File: src/rtl/fifo_uart_tx_if.sv
// Bus between the FIFO/control side and the UART transmit drain stage.
// The master side owns the FIFO status, the FIFO read data and the transmit enable.
// The slave side is the transmitter: it returns the read strobe, the serial line and status.
interface fifo_uart_tx_if;
  logic        en;
  logic        fifo_empty;
  logic [7:0]  fifo_data;
  logic        fifo_rd;
  logic        tx;
  logic        busy;
  logic [15:0] frame_cnt;

  modport master (
    output en, fifo_empty, fifo_data,
    input  fifo_rd, tx, busy, frame_cnt
  );

  modport slave (
    input  en, fifo_empty, fifo_data,
    output fifo_rd, tx, busy, frame_cnt
  );
endinterface

File: src/rtl/fifo_uart_tx.sv
// UART transmitter that drains a synchronous byte FIFO with a one-cycle read latency.
// Frame: start bit, 8 data bits LSB first, optional even parity, one stop bit.
// All outputs except the FIFO read strobe are registered.
module fifo_uart_tx #(
  parameter int CLKS_PER_BIT = 16,
  parameter bit PARITY_EN    = 1'b0
) (
  input  logic           clk,
  input  logic           rst,
  fifo_uart_tx_if.slave  bus
);

  localparam int BW = (CLKS_PER_BIT > 2) ? $clog2(CLKS_PER_BIT) : 1;
  localparam logic [BW-1:0] BAUD_LAST = BW'(CLKS_PER_BIT - 1);
  localparam logic [BW-1:0] BAUD_ONE  = BW'(1);

  typedef enum logic [2:0] {
    IDLE,
    FETCH,
    START,
    DATA,
    PARITY,
    STOP
  } state_t;

  state_t        state_reg;
  logic [7:0]    shift_reg;
  logic          parity_reg;
  logic [2:0]    bit_cnt_reg;
  logic [BW-1:0] baud_cnt_reg;
  logic          tx_reg;
  logic          busy_reg;
  logic [15:0]   frame_cnt_reg;
  logic          baud_last;

  assign baud_last = (baud_cnt_reg == BAUD_LAST);

  // Read strobe is only issued from IDLE; it is forced low while reset is held so the
  // FIFO is never popped during reset.
  assign bus.fifo_rd   = !rst && (state_reg == IDLE) && bus.en && !bus.fifo_empty;
  assign bus.tx        = tx_reg;
  assign bus.busy      = busy_reg;
  assign bus.frame_cnt = frame_cnt_reg;

  // Frame sequencer: tx/busy are set one cycle ahead so they line up with the state they belong to.
  always_ff @(posedge clk or posedge rst) begin
    if (rst) begin
      state_reg     <= IDLE;
      shift_reg     <= 8'h00;
      parity_reg    <= 1'b0;
      bit_cnt_reg   <= 3'd0;
      baud_cnt_reg  <= '0;
      tx_reg        <= 1'b1;
      busy_reg      <= 1'b0;
      frame_cnt_reg <= 16'h0000;
    end else begin
      case (state_reg)
        IDLE: begin
          tx_reg       <= 1'b1;
          baud_cnt_reg <= '0;
          if (bus.en && !bus.fifo_empty) begin
            state_reg <= FETCH;
            busy_reg  <= 1'b1;
          end
        end
        FETCH: begin
          // FIFO read data is valid now, one cycle after the strobe.
          shift_reg    <= bus.fifo_data;
          parity_reg   <= ^bus.fifo_data;
          baud_cnt_reg <= '0;
          tx_reg       <= 1'b0;
          state_reg    <= START;
        end
        START: begin
          if (baud_last) begin
            baud_cnt_reg <= '0;
            bit_cnt_reg  <= 3'd0;
            tx_reg       <= shift_reg[0];
            state_reg    <= DATA;
          end else begin
            baud_cnt_reg <= baud_cnt_reg + BAUD_ONE;
          end
        end
        DATA: begin
          if (baud_last) begin
            baud_cnt_reg <= '0;
            if (bit_cnt_reg == 3'd7) begin
              if (PARITY_EN) begin
                tx_reg    <= parity_reg;
                state_reg <= PARITY;
              end else begin
                tx_reg    <= 1'b1;
                state_reg <= STOP;
              end
            end else begin
              bit_cnt_reg <= bit_cnt_reg + 3'd1;
              shift_reg   <= {1'b0, shift_reg[7:1]};
              tx_reg      <= shift_reg[1];
            end
          end else begin
            baud_cnt_reg <= baud_cnt_reg + BAUD_ONE;
          end
        end
        PARITY: begin
          if (baud_last) begin
            baud_cnt_reg <= '0;
            tx_reg       <= 1'b1;
            state_reg    <= STOP;
          end else begin
            baud_cnt_reg <= baud_cnt_reg + BAUD_ONE;
          end
        end
        STOP: begin
          if (baud_last) begin
            baud_cnt_reg  <= '0;
            busy_reg      <= 1'b0;
            frame_cnt_reg <= frame_cnt_reg + 16'd1;
            state_reg     <= IDLE;
          end else begin
            baud_cnt_reg <= baud_cnt_reg + BAUD_ONE;
          end
        end
        default: begin
          state_reg <= IDLE;
          tx_reg    <= 1'b1;
          busy_reg  <= 1'b0;
        end
      endcase
    end
  end

endmodule
File: src/flat_wrapper.sv
// flat-port wrapper written by rule: the top's interface ports become plain ports
module fifo_uart_tx_flat 
#(
  parameter int CLKS_PER_BIT = 16,
  parameter bit PARITY_EN    = 1'b0
)
  (clk, rst, bus_en, bus_fifo_empty, bus_fifo_data, bus_fifo_rd, bus_tx, bus_busy, bus_frame_cnt);
  fifo_uart_tx_if bus_i ();
  input  logic clk;
  input  logic rst;
  input wire logic [$bits(bus_i.en)-1:0] bus_en;
  input wire logic [$bits(bus_i.fifo_empty)-1:0] bus_fifo_empty;
  input wire logic [$bits(bus_i.fifo_data)-1:0] bus_fifo_data;
  output wire logic [$bits(bus_i.fifo_rd)-1:0] bus_fifo_rd;
  output wire logic [$bits(bus_i.tx)-1:0] bus_tx;
  output wire logic [$bits(bus_i.busy)-1:0] bus_busy;
  output wire logic [$bits(bus_i.frame_cnt)-1:0] bus_frame_cnt;
  assign bus_i.en = bus_en;
  assign bus_i.fifo_empty = bus_fifo_empty;
  assign bus_i.fifo_data = bus_fifo_data;
  assign bus_fifo_rd = bus_i.fifo_rd;
  assign bus_tx = bus_i.tx;
  assign bus_busy = bus_i.busy;
  assign bus_frame_cnt = bus_i.frame_cnt;
  fifo_uart_tx #(.CLKS_PER_BIT(CLKS_PER_BIT), .PARITY_EN(PARITY_EN)) u_core (.clk(clk), .rst(rst), .bus(bus_i));
endmodule
File: config.mk
export PLATFORM = sky130hd
export DESIGN_NAME = fifo_uart_tx_flat
export DESIGN_NICKNAME = d
export VERILOG_FILES = /design/src/rtl/fifo_uart_tx_if.sv /design/src/rtl/fifo_uart_tx.sv /design/src/flat_wrapper.sv
export SDC_FILE = /design/constraint.sdc
export NUM_CORES = 1
export LEC_CHECK = 0
export ABC_AREA = 1
export BUFFER_PORTS_ARGS = -buffer_cell sky130_fd_sc_hd__buf_2
export CORE_MARGIN = 4
export CORE_UTILIZATION = 54
export CTS_CLUSTER_DIAMETER = 30
export DETAILED_ROUTE_END_ITERATION = 12
export PLACE_DENSITY_LB_ADDON = 0.15
export SLEW_MARGIN = 5
export SYNTH_ARGS = -nofsm -noshare
export SYNTH_HDL_FRONTEND = slang
export SYNTH_SLANG_ARGS = --single-unit
File: constraint.sdc
create_clock -name clk -period 1.55 [get_ports clk]
set_input_delay 0 -clock clk [delete_from_list [all_inputs] [get_ports clk]]
set_output_delay 0 -clock clk [all_outputs]
set_load 0.02 [all_outputs]
# Word-level counts from Yosys, hierarchy flattened
# Cells that the tools add are included.
# W data, S select, Z words.
[op_classes]
addsub = 3
eq_ne = 14
mux = 23
n_bitwise = 2
n_reduce_logical = 19
[op_table]
columns = ["operator", "n"]
rows = [
  ["$mux W3", 8],
  ["$pmux W3 S6", 1],
  ["$add A16 B1 Y16 const B", 1],
  ["$mux W8", 2],
  ["$pmux W8 S2", 1],
  ["$ne A2 B1 Y1 const B", 5],
  ["$eq A3 B3 Y1 const B", 3],
  ["$pmux W4 S2", 1],
  ["$reduce_and A4 Y1", 2],
  ["$reduce_or A4 Y1", 2],
  ["$eq A3 B2 Y1 const B", 2],
  ["$mux W1", 6],
  ["$pmux W3 S2", 1],
  ["$reduce_and A3 Y1", 2],
  ["$reduce_and A6 Y1", 1],
  ["$reduce_bool A2 Y1", 3],
  ["$pmux W1 S5", 1],
  ["$add A4 B1 Y4 const B", 1],
  ["$eq A4 B4 Y1 const B", 1],
  ["$logic_and A1 B1 Y1", 4],
  ["$mux W4", 1],
  ["$ne A2 B2 Y1 const B", 2],
  ["$add A3 B1 Y3 const B", 1],
  ["$eq A3 B1 Y1 const B", 1],
  ["other kinds (6)", 8],
]
[totals]
ff_bits = 36
in_bits = 12
out_inout_bits = 19
elab_cells = 68

# Longest topological paths before layout
[logic_depth]
depth_word = 4
depth_mapped = 9
ltp_nobuf = 9

# Worst setup path after synthesis
# OpenSTA, ideal clock, no wires.
[synth_timing]
kind = "flip-flop to flip-flop"
from = "reg u_core.frame_cnt_reg[0] (netlist: u_core.bus.frame_cnt[0])"
to = "reg u_core.frame_cnt_reg[14] (netlist: u_core.bus.frame_cnt[14])"
setup_time_ns = 0.120
t_arrival_ns = 1.304
required_ns = 1.430
slack_ns = 0.126
path_stages_with_launch = 7
path_buffers = 0
cell_sequence = "dfrtp_1 -> ha_1 -> nand3_1 -> nor2_1 -> nand3_2 -> o21ai_1 -> nand2_1"
[synth_between]
elab_chain_cells = 1
[synth_lines]
columns = ["element", "line", "text"]
rows = [
  ["start: declaration", "fifo_uart_tx.sv:33", "logic [15:0] frame_cnt_reg;"],
  ["start signal: assignment", "fifo_uart_tx.sv:117", "frame_cnt_reg <= frame_cnt_reg + 16'd1;"],
  ["$add A16 B1 Y16", "fifo_uart_tx.sv:117", ""],
]
# Every way passes these cells.
# A chain may end at the register's enable or synchronous reset.

# Worst setup path after layout
[layout_timing]
from = "reg u_core.state_reg[0]"
to = "out bus_fifo_rd"
[layout_between]
elab_chain_cells = 4
[layout_lines]
columns = ["element", "line", "text"]
rows = [
  ["start: declaration", "fifo_uart_tx.sv:26", "state_t state_reg;"],
  ["start signal: assignment", "fifo_uart_tx.sv:48", "state_reg <= IDLE;"],
  ["start signal: assignment", "fifo_uart_tx.sv:62", "state_reg <= FETCH;"],
  ["start signal: assignment", "fifo_uart_tx.sv:72", "state_reg <= START;"],
  ["$logic_not A3 Y1", "fifo_uart_tx.sv:40", "assign bus.fifo_rd = !rst && (state_reg == IDLE) && bus.en && !bus.fifo_empty;"],
  ["$logic_and A1 B1 Y1 (3 in a row)", "fifo_uart_tx.sv:40", ""],
  ["end: declaration", "flat_wrapper.sv:14", "output wire logic [$bits(bus_i.fifo_rd)-1:0] bus_fifo_rd;"],
]
# Every way passes these cells.

==> results.toml <==
[global_route]
grt.overflow.total = 0
antenna_found_initial = 0
grt_pass1_wl_um = 7060
grt_pass1_vias = 1610
grt_max_degree = 37
grt_use_total_pct = 20.3

[route]
wire_per_inst_um = 11.8
drt_iter0_markers = 78
postRouteWirelength_um = 4090
vias_per_cell = 4.91
drc_errors = 0
num_vias = 1704
drtPass1Iterations = 4
ant_nets = 0

[critical_path]
critPathMaxFanout = 5
critPathCaptureType = "output port"
criticalPathCategory = "reg -> out"
worstPathArrival_ns = 1.47
start_kind = "flip-flop"
crit_required_ns = 1.55

[clock_network]
clk_pin_slew_ns = 0.11
cts_made_buffers = 5
clk_path_buf_depth = 2
cts_htree_levels = 2
cts_sinks = 36
cts_tree = "yes"
cts_root_buf = "clkbuf_4"
clock_latency_ns = 0.34

[floorplanning]
die-area_sq_um = 4560
core-area_sq_um = 3390
die_w_um = 67.5
num_rows = 21
start_util_pct = 56.5
die_h_um = 67.5
io_pins = 31

[sta]
finClkSkew_ns = 0.00926
setup_violations = 0
fmax_ghz = 0.679
slew_headroom_pct = 70.2
finalHoldViolCount = 0
slew_violations = 0
rsz0062_at_grt = "yes"
tightestPinTransition_ns = 0.447
fin_crit_ns = 1.47
post-route-period-util_pct = 95.0
finalSetupTns_ns = 0

[synth]
synthTopCellsByCount = "nand2_1 (104), dfrtp_1 (35), inv_1 (19)"
synth_edf_count = 0
synth_nets = 262
syn_area_per_cell_sq_um = 7.78
synth_top_flop_cell = "dfrtp_1"
yosysWarnings = 0
async_reset_ff_share_pct = 100
ys_top_cells_by_area = "dfrtp_1 (46%), nand2_1 (20%), inv_1 (3.7%)"
synth_cells = 246
synth.largest_area_cell = "dfrtp_1"
yosysTopAreaCellShare_pct = 45.8
post-synth-top-count-cell = "nand2_1"
synth_cell_types = 25
synth_seq_cells = 36
seq_area_frac_synth_pct = 47.1
syn_area_sq_um = 1910

[hold_path]
holdCritPathClass = "in -> reg"

[power_and_ir_drop]
power.total_w = 0.00352
max-vdd-ir-drop_mv = 0.669
power.density_nw_per_um2 = 1440
p_leak_nw = 1.31

[layout]
largest_reg_flops = 16
fin_cells = 347
drive_above_1_share_pct = 25.9
final_core_utilization_pct = 72.3
n_antenna_cell = 0
area_growth_pct = 28.0
nets = 316

[placed_design]
dp_hpwl_um = 2870
io_buffers = 30
dpl.cell_count = 327
globalplace.congestion = 0.870

[job]
maxCapViolCount = 0

[outcome]
status = "completed"
[worst paths after layout]
kind,depth (start not counted),slack [ns],to,from
min in group asynchronous,4,0.31,u_core.state_reg[0]$_DFFE_PP0P_,rst
max reg2reg,6,0.09,u_core.bit_cnt_reg[0]$_DFFE_PP0P_,u_core.bit_cnt_reg[0]$_DFFE_PP0P_
max in group asynchronous,4,0.90,u_core.bus.frame_cnt[0]$_DFFE_PP0P_,rst
max,4,0.08,bus_fifo_rd,u_core.state_reg[0]$_DFFE_PP0P_
min reg2reg,2,0.48,u_core.bus.tx$_DFFE_PP1P_,u_core.bus.tx$_DFFE_PP1P_
min,6,0.14,u_core.state_reg[1]$_DFFE_PP0P_,bus_fifo_empty
[layout make-up]
cell class / instances / area [sq um]
Multi-Input combinational cell: 185 / 946
Timing Repair Buffer: 50 / 327
Sequential cell: 36 / 907
Tap cell: 46 / 57.6
Clock buffer: 5 / 37.5
Clock inverter: 3 / 90.1
Fill cell: 278 / 940
Inverter: 22 / 85.1
[cell families after synthesis]
group | share of synthesized area [%]
compound gates | 2.61
mux | 0.523
flops | 47.1
xor+xnor | 5.49
buf+inv | 5.69
simple gates | 35.9
fa+ha+maj | 2.61
[where the power goes]
group	switching, W	internal (W)	total [W]
Sequential	0.000158	0.00115	0.00131
Clock	0.000312	0.000665	0.000976
Combinational	0.000755	0.000473	0.00123
Total	0.00123	0.00229	0.00352
[placed cells by master, fill, tap and decap left out, types with 4 or more instances in the layout]
| master | n |
|---|---|
| dfrtp_2 | 4 |
| nor2_2 | 5 |
| dfrtp_1 | 31 |
| inv_1 | 16 |
| nand4_1 | 8 |
| buf_2 | 30 |
| xnor2_1 | 6 |
| nor2_1 | 13 |
| xor2_1 | 6 |
| buf_4 | 10 |
| nand3_1 | 12 |
| nand2_1 | 103 |
| inv_2 | 5 |
| clkbuf_4 | 5 |
| o21ai_0 | 7 |
| dlygate4sd3_1 | 9 |
[layer usage]
metal / up-vias / routed length (um) / global-route usage, %
met5: - / 0 / 0
li1: 885 / - / -
met2: 35 / 1900 / 31.3
met4: 0 / 36 / 5.32
met3: 7 / 190 / 4.66
met1: 777 / 1960 / 28.8
[metrics by stage]
| step | worst slack, ns | area, sq um | hold WS (ns) |
|---|---|---|---|
| finish | 0.0770 | 2450 | 0.137 |
| global route | -0.0375 | 2450 | 0.154 |
| CTS | 0.0108 | 2370 | 0.139 |
| detailed placement | 0.0335 | 2160 | 0.142 |
| global placement | 0.0941 | 2160 | 0.138 |
| floorplan | 0.126 | 1910 | 0.0824 |
[what timing repair did]
action	4_1_cts	5_1_grt
hold buffers	9	0
endpoints found under the hold margin	43	0
resized for setup	0	19
buffers inserted	0	3
endpoints found under the setup margin	0	21
[worst max-delay path: stages, from the launching register on]
cell and delay (ns):
dfrtp_2 0.46, nor2_4 0.16, nand2_1 0.14, nor4_1 0.17
buf_2 0.20
Note: power is estimated with default switching activity, not from simulation.
